**config.mk**
```make
export PLATFORM = sky130hd
export DESIGN_NAME = prio_event_encoder_flat
export DESIGN_NICKNAME = d
export VERILOG_FILES = /design/src/rtl/prio_event_encoder_pkg.sv /design/src/rtl/prio_event_encoder_if.sv /design/src/rtl/prio_event_encoder_pick.sv /design/src/rtl/prio_event_encoder.sv /design/src/flat_wrapper.sv
export SDC_FILE = /design/constraint.sdc
export NUM_CORES = 1
export LEC_CHECK = 0
export BUFFER_PORTS_ARGS = -buffer_cell sky130_fd_sc_hd__buf_2
export CORE_UTILIZATION = 34
export DETAILED_ROUTE_END_ITERATION = 8
export PLACE_DENSITY = 0.67
export SLEW_MARGIN = 30
export SYNTH_ARGS = -nofsm -noshare
export SYNTH_HDL_FRONTEND = slang
export SYNTH_HIERARCHICAL = 1
export SYNTH_SLANG_ARGS = --single-unit
```
**constraint.sdc**
```tcl
create_clock -name clk -period 2.3 [get_ports clk]
set_input_delay 0.23 -clock clk [delete_from_list [all_inputs] [get_ports clk]]
set_output_delay 0.23 -clock clk [all_outputs]
set_load 0.02 [all_outputs]
```
**src/rtl/prio_event_encoder_pkg.sv**
```systemverilog
// Shared definitions for the priority event encoder: selection-order
// constants and the index-width helper.
package prio_pkg;

    // Selection order: which end of the request vector wins.
    localparam int LSB_FIRST = 0;
    localparam int MSB_FIRST = 1;

    // Bits needed to encode an index in 0..n-1, never less than 1.
    function automatic int clog2(input int n);
        int w;
        for (w = 1; (1 << w) < n; w++) begin
        end
        return w;
    endfunction

endpackage

```
**src/rtl/prio_event_encoder_if.sv**
```systemverilog
// Request/grant bundle between a producer/consumer (master) and the
// encoder (slave).
interface prio_event_encoder_if #(
    parameter int N = 8
) ();
    import prio_pkg::*;

    localparam int W = clog2(N);

    logic         en;
    logic [N-1:0] din;
    logic [N-1:0] mask;
    logic         out_ready;
    logic         out_valid;
    logic [W-1:0] y;
    logic [N-1:0] pending;
    logic         overflow;

    modport master (
        output en, din, mask, out_ready,
        input  out_valid, y, pending, overflow
    );

    modport slave (
        input  en, din, mask, out_ready,
        output out_valid, y, pending, overflow
    );

endinterface

```
**src/rtl/prio_event_encoder_pick.sv**
```systemverilog
// Combinational priority picker: returns the index of the winning set bit
// of req (highest or lowest, by MSB_FIRST) and whether any bit was set.
module prio_pick #(
    parameter  int N         = 8,
    parameter  int MSB_FIRST = prio_pkg::MSB_FIRST,
    localparam int W         = prio_pkg::clog2(N)
) (
    input  logic [N-1:0] req,
    output logic [W-1:0] idx,
    output logic         found
);

    // Scan toward the winning end so the last hit in the loop is the winner.
    always_comb begin
        // NOTE: defaults before the loop keep every path assigned, so no latch is inferred.
        idx   = '0;
        found = 1'b0;
        if (MSB_FIRST != prio_pkg::LSB_FIRST) begin
            for (int i = 0; i < N; i++) begin
                if (req[i]) begin
                    idx   = W'(i);
                    found = 1'b1;
                end
            end
        end else begin
            for (int i = N - 1; i >= 0; i--) begin
                if (req[i]) begin
                    idx   = W'(i);
                    found = 1'b1;
                end
            end
        end
    end

endmodule

```
**src/rtl/prio_event_encoder.sv**
```systemverilog
// Priority event encoder: accumulates sampled request pulses into a pending
// vector and grants one eligible channel per load through a registered
// valid/ready output stage.
module prio_event_encoder #(
    parameter int N         = 8,
    parameter int MSB_FIRST = prio_pkg::MSB_FIRST
) (
    input logic                 clk,
    input logic                 rst,
    prio_event_encoder_if.slave bus
);
    import prio_pkg::*;

    localparam int W = clog2(N);

    logic [N-1:0] eligible;
    logic [N-1:0] set_vec;
    logic [N-1:0] clr_vec;
    logic [W-1:0] win_idx;
    logic         win_found;
    logic         load;

    // Winner is taken from registered state only, never from din.
    assign eligible = bus.pending & ~bus.mask;

    prio_pick #(
        .N         (N),
        .MSB_FIRST (MSB_FIRST)
    ) u_pick (
        .req   (eligible),
        .idx   (win_idx),
        .found (win_found)
    );

    // Output stage is free when empty or being accepted this cycle.
    assign load    = !bus.out_valid || bus.out_ready;
    assign set_vec = bus.en ? bus.din : '0;
    assign clr_vec = (load && win_found) ? (N'(1) << win_idx) : '0;

    // Pending/grant/overflow state; a set on the clearing edge wins over the clear.
    always_ff @(posedge clk or posedge rst) begin
        if (rst) begin
            bus.pending   <= '0;
            bus.out_valid <= 1'b0;
            bus.y         <= '0;
            bus.overflow  <= 1'b0;
        end else begin
            // NOTE: non-blocking assignments so every register sees pre-edge values.
            bus.pending  <= (bus.pending & ~clr_vec) | set_vec;
            bus.overflow <= |(set_vec & bus.pending & ~clr_vec);
            if (load) begin
                bus.out_valid <= win_found;
                if (win_found) begin
                    bus.y <= win_idx;
                end
            end
        end
    end

endmodule

```
**src/flat_wrapper.sv**
```systemverilog
// flat-port wrapper written by rule: the top's interface ports become plain ports
module prio_event_encoder_flat import prio_pkg::*;
#(
    parameter int N         = 8,
    parameter int MSB_FIRST = prio_pkg::MSB_FIRST
)
  (clk, rst, bus_en, bus_din, bus_mask, bus_out_ready, bus_out_valid, bus_y, bus_pending, bus_overflow);
  prio_event_encoder_if #(.N(N)) bus_i ();
  input logic clk;
  input logic rst;
  input wire logic [$bits(bus_i.en)-1:0] bus_en;
  input wire logic [$bits(bus_i.din)-1:0] bus_din;
  input wire logic [$bits(bus_i.mask)-1:0] bus_mask;
  input wire logic [$bits(bus_i.out_ready)-1:0] bus_out_ready;
  output wire logic [$bits(bus_i.out_valid)-1:0] bus_out_valid;
  output wire logic [$bits(bus_i.y)-1:0] bus_y;
  output wire logic [$bits(bus_i.pending)-1:0] bus_pending;
  output wire logic [$bits(bus_i.overflow)-1:0] bus_overflow;
  assign bus_i.en = bus_en;
  assign bus_i.din = bus_din;
  assign bus_i.mask = bus_mask;
  assign bus_i.out_ready = bus_out_ready;
  assign bus_out_valid = bus_i.out_valid;
  assign bus_y = bus_i.y;
  assign bus_pending = bus_i.pending;
  assign bus_overflow = bus_i.overflow;
  prio_event_encoder #(.N(N), .MSB_FIRST(MSB_FIRST)) u_core (.clk(clk), .rst(rst), .bus(bus_i));
endmodule
```
==> results.txt <==
The number of setup buffers added after CTS is 0. The fill cell instance count of the final layout is 190. The sequential share of power came out at 37.7%. In this run the deepest clock path goes through 2 buffers. The initial core utilization came out at a little over a third. The kind of critical path is reg2reg. The largest total area in the synthesized netlist belongs to sky130_fd_sc_hd__dfrtp_1. Combinational logic burns a little under half of the power. Clock tree synthesis inserted a total of 3 buffers.

After the flow finishes, the layout carries non-filler instances totaling around 140. The endpoint of the lowest-slack register-to-register path is u_core/bus.overflow. The proportion of layout cells with a drive suffix above 1 is 40.5%.

Summed over all layers, the routed wires come to approximately 1800 um. The hold path endpoint is u_core/bus.pending[7]. The initial antenna violation count is 0. The number of buffers inserted by port buffering is 32. The min-delay analysis places its worst path in the category in2reg. By area the synthesized netlist is led by sky130_fd_sc_hd__dfrtp_1, sky130_fd_sc_hd__nand2_1, sky130_fd_sc_hd__nor2b_1. After synthesis the netlist holds a flip-flop and latch count of 13. At the placement stage, the worst setup path has a slack of just over 40 ps.

The largest net degree at the start of global routing came out at 14. The maximum cell stage delay along the critical path is about 390 ps. The netlist uses 27 different library cells. TritonCTS built the clock tree. Measured on the finished design, the core utilization comes to approximately half. The worst slew margin relative to its limit came out at about two thirds. The overall power came out at about 0.00083 W. The floorplan has 16 rows.

The final-report setup violation count is 0. The final antenna diode count came out at 0. Global routing used around 17% of the available tracks across all layers. STA puts the critical path data required time at around 2500 ps. The die height is 48 um. The worst path uses between 90 and 100% of the clock period.

Along the worst path, the maximum fanout reaches 5. The net switching fraction of the power is between 40% and 50%. The count of antenna-violating nets left after detailed routing came out at 0. For the worst flop-to-flop path, the logic depth is 8. The post-route worst setup slack came out at 103 ps. The hold violation count in the final report is 0. The flow ran to the end, and the final reports show no timing, DRC or antenna violations. The top cell type's share of synthesized area is between 40% and 50%. The level count of the clock H-tree is 1. The length of the first detailed-routing pass in iterations is 4. Pin placement for this block handled 33 I/O pins. The number of design-rule violations left by the first detailed-router iteration came out at 12.

Dividing the detail-routed wire length by the instance count gives 12.4 um. The overall die width came out at approximately 48 um. The number of max-slew violations in the final report is 0. The gate count after technology mapping is about 80. Power spread over the standard cell area amounts to ~850 nW/um2. The total number of vias is 718. The minimum clock period is roughly 2200 ps. The family with the most delay on the worst path is simple AND/OR/NAND/NOR gates.

The wire length of the first global-routing pass came out at roughly 2600 um. Using the TritonRoute via totals, the vias-per-cell ratio works out to approximately 5.0. The total area inside the core boundary comes to between 1500 and 2000 um2. For this run, the number of Yosys warnings is 6. The total negative setup slack is 0 ps.

The buffering stage count on the worst path with inverters included came out at 0. The sum of overflow across all layers after global routing came out at 0. The via count of the first global-routing pass came to 614. The area added between synthesis and finish came out at 36.2%. The final layout contains between 100 and 150 nets. Across the run, the number of max-cap violations was 0.

VDD sags by at most approximately 0.00047 V. The internal portion of total power is 0.000500 W. Traced cell by cell, the critical path runs through nor2b_1, nor2_1, nand2_1, nor3b_2, a31oi_1, a21oi_2, o221ai_2, or3_1. At the pin with the least slew margin, the transition time is roughly 500 ps. The static power due to leakage came out at around 0.43 nW. The root buffer cell is sky130_fd_sc_hd__clkbuf_4. The number of DRC violations after detailed routing came out at 0. Across all register-to-register paths, the minimum setup slack is a little over 100 ps. STA classifies the critical path endpoint as a flip-flop. The clock latency on the worst-skew pair came out at between 200 and 300 ps.

The hold path startpoint is bus_din[7]. The post-placement cell count came out at 138. The net switching component of the power is around 0.00033 W.

The mapped netlist covers 719 um2. Clock-pin slew was measured on the worst setup and hold paths at 80 ps. The sequential fraction of the synthesis area is a little under half. The post-synth net total is just under 100.

The startpoint type of the worst setup path is a flip-flop. The power share of the clock group is 16.8%. The wire-length estimate of the detail-placed layout is 1380 um. The master of the slowest instance on the critical path is sky130_fd_sc_hd__dfrtp_1. The number of clock sinks seen by CTS came out at 13. The final weighted congestion in routability-driven placement came out at around 0.75.

The critical path data arrival time is around 2400 ps. The number of cells traversed by the worst hold path is 3. For this run, the top clock speed supported by timing is around 0.46 GHz. The clock skew came out at between 3 and 4 ps. The die covers ~2300 um2.

The worst register-to-register path begins at u_core/bus.pending[6]. In this run the mean area of a mapped cell was around 9.2 um2.
==> layer usage <==
layer  wire (um)  vias up  track usage (%)
li1            -      352                -
met1         773      339             22.8
met2         878       25             24.9
met3         109        2             4.91
met4           8        0             6.67
met5           0        -                0
==> cell families after synthesis <==
logic type             after synthesis  share of synthesized area, %
buffers and inverters                4                          2.09
muxes                                3                          4.70
DFF                                 13                          45.2
AOI/OAI and AO/OA                   16                          16.3
and+or+nand+nor                     42                          31.7
==> registers in the layout, indices dropped and copies added, names as in the netlist <==
register	cells
u_core/bus.out_valid	1
u_core/bus.y	3
u_core/bus.overflow	1
u_core/bus.pending	8
==> layout by cell type (no fill, tap or decap) <==
cell,count
sky130_fd_sc_hd__dfrtp_1,13
sky130_fd_sc_hd__a21oi_2,1
sky130_fd_sc_hd__o22ai_1,2
sky130_fd_sc_hd__dlygate4sd3_1,1
sky130_fd_sc_hd__mux2_2,3
sky130_fd_sc_hd__inv_1,2
sky130_fd_sc_hd__nand2b_1,2
sky130_fd_sc_hd__o21ai_0,3
sky130_fd_sc_hd__clkbuf_1,1
sky130_fd_sc_hd__nand4_1,1
sky130_fd_sc_hd__nand2_1,17
sky130_fd_sc_hd__o31ai_2,2
sky130_fd_sc_hd__buf_2,32
sky130_fd_sc_hd__nor3b_2,1
sky130_fd_sc_hd__o31ai_4,1
sky130_fd_sc_hd__o21ai_1,1
sky130_fd_sc_hd__nor2_1,4
sky130_fd_sc_hd__clkbuf_4,3
sky130_fd_sc_hd__a21oi_1,2
sky130_fd_sc_hd__o221ai_2,1
sky130_fd_sc_hd__nand4bb_1,1
sky130_fd_sc_hd__nor2b_1,8
sky130_fd_sc_hd__a22o_1,2
sky130_fd_sc_hd__nand3b_1,2
sky130_fd_sc_hd__a31oi_1,1
sky130_fd_sc_hd__and3_1,1
sky130_fd_sc_hd__nand2b_4,1
sky130_fd_sc_hd__nand3_1,3
sky130_fd_sc_hd__or3_1,1
sky130_fd_sc_hd__clkinv_1,1
sky130_fd_sc_hd__buf_4,2
==> worst max-delay path by stage <==
stage,startpoint,end,cells after the start
floorplan,u_core/bus.pending[2],u_core/bus.overflow,7
global placement,u_core/bus.pending[2],u_core/bus.overflow,7
detailed placement,u_core/bus.pending[2],u_core/bus.overflow,7
CTS,u_core/bus.pending[1],u_core/bus.overflow,7
global route,u_core/bus.pending[6],u_core/bus.overflow,8
finish,u_core/bus.pending[6],u_core/bus.overflow,8
==> power groups by stage <==
stage | registers [W] | logic, W | clock network (W)
5_1_grt | 0.000321 | 0.000415 | 0.000157
2_1_floorplan | 0.000384 | 0.000172 | 0
3_3_place_gp | 0.000317 | 0.000355 | 0
6_report | 0.000314 | 0.000379 | 0.000140
3_5_place_dp | 0.000318 | 0.000357 | 0
4_1_cts | 0.000314 | 0.000365 | 0.000145
==> cells in the mapped netlist (all sizes together) <==
master and n:
a21oi 3, a22o 2, a31oi 1, and3 1
clkbuf 1, clkinv 1, dfrtp 13, inv 2
mux2 3, nand2 17, nand2b 3, nand3 3
nand3b 2, nand4 1, nand4bb 1, nor2 4
nor2b 8, nor3b 1, o21ai 4, o221ai 1
o22ai 2, o31ai 3, or3 1
==> tightest hold or removal path: stages <==
cell                      delay (ps)
sky130_fd_sc_hd__buf_2            70
sky130_fd_sc_hd__nand2_1          50
sky130_fd_sc_hd__nand2_1          50
==> stage by stage <==
step,hold WS [ps],instance area (um2)
floorplan,107,719
global placement,276,925
detailed placement,279,925
CTS,166,966
global route,187,980
finish,170,980
==> cell type report <==
| cell class | instances | area (um2) | area share, % |
|---|---|---|---|
| Multi-Input combinational cell | 61 | 398 | 40.6 |
| Sequential cell | 13 | 325 | 33.2 |
| Timing Repair Buffer | 35 | 185 | 18.9 |
| Tap cell | 27 | 33.8 | 3.45 |
| Clock buffer | 4 | 26.3 | 2.68 |
| Inverter | 3 | 11.3 | 1.15 |
==> timing repair <==
| item | in CTS | in global routing |
|---|---|---|
| hold buffers | 1 | 0 |
| gates resized for setup | 1 | 2 |
| endpoints found under the setup margin | 1 | 1 |
| hold endpoints to repair | 13 | 0 |
| pin swaps | 0 | 0 |
No activity file was read; power rests on OpenSTA's default activity.
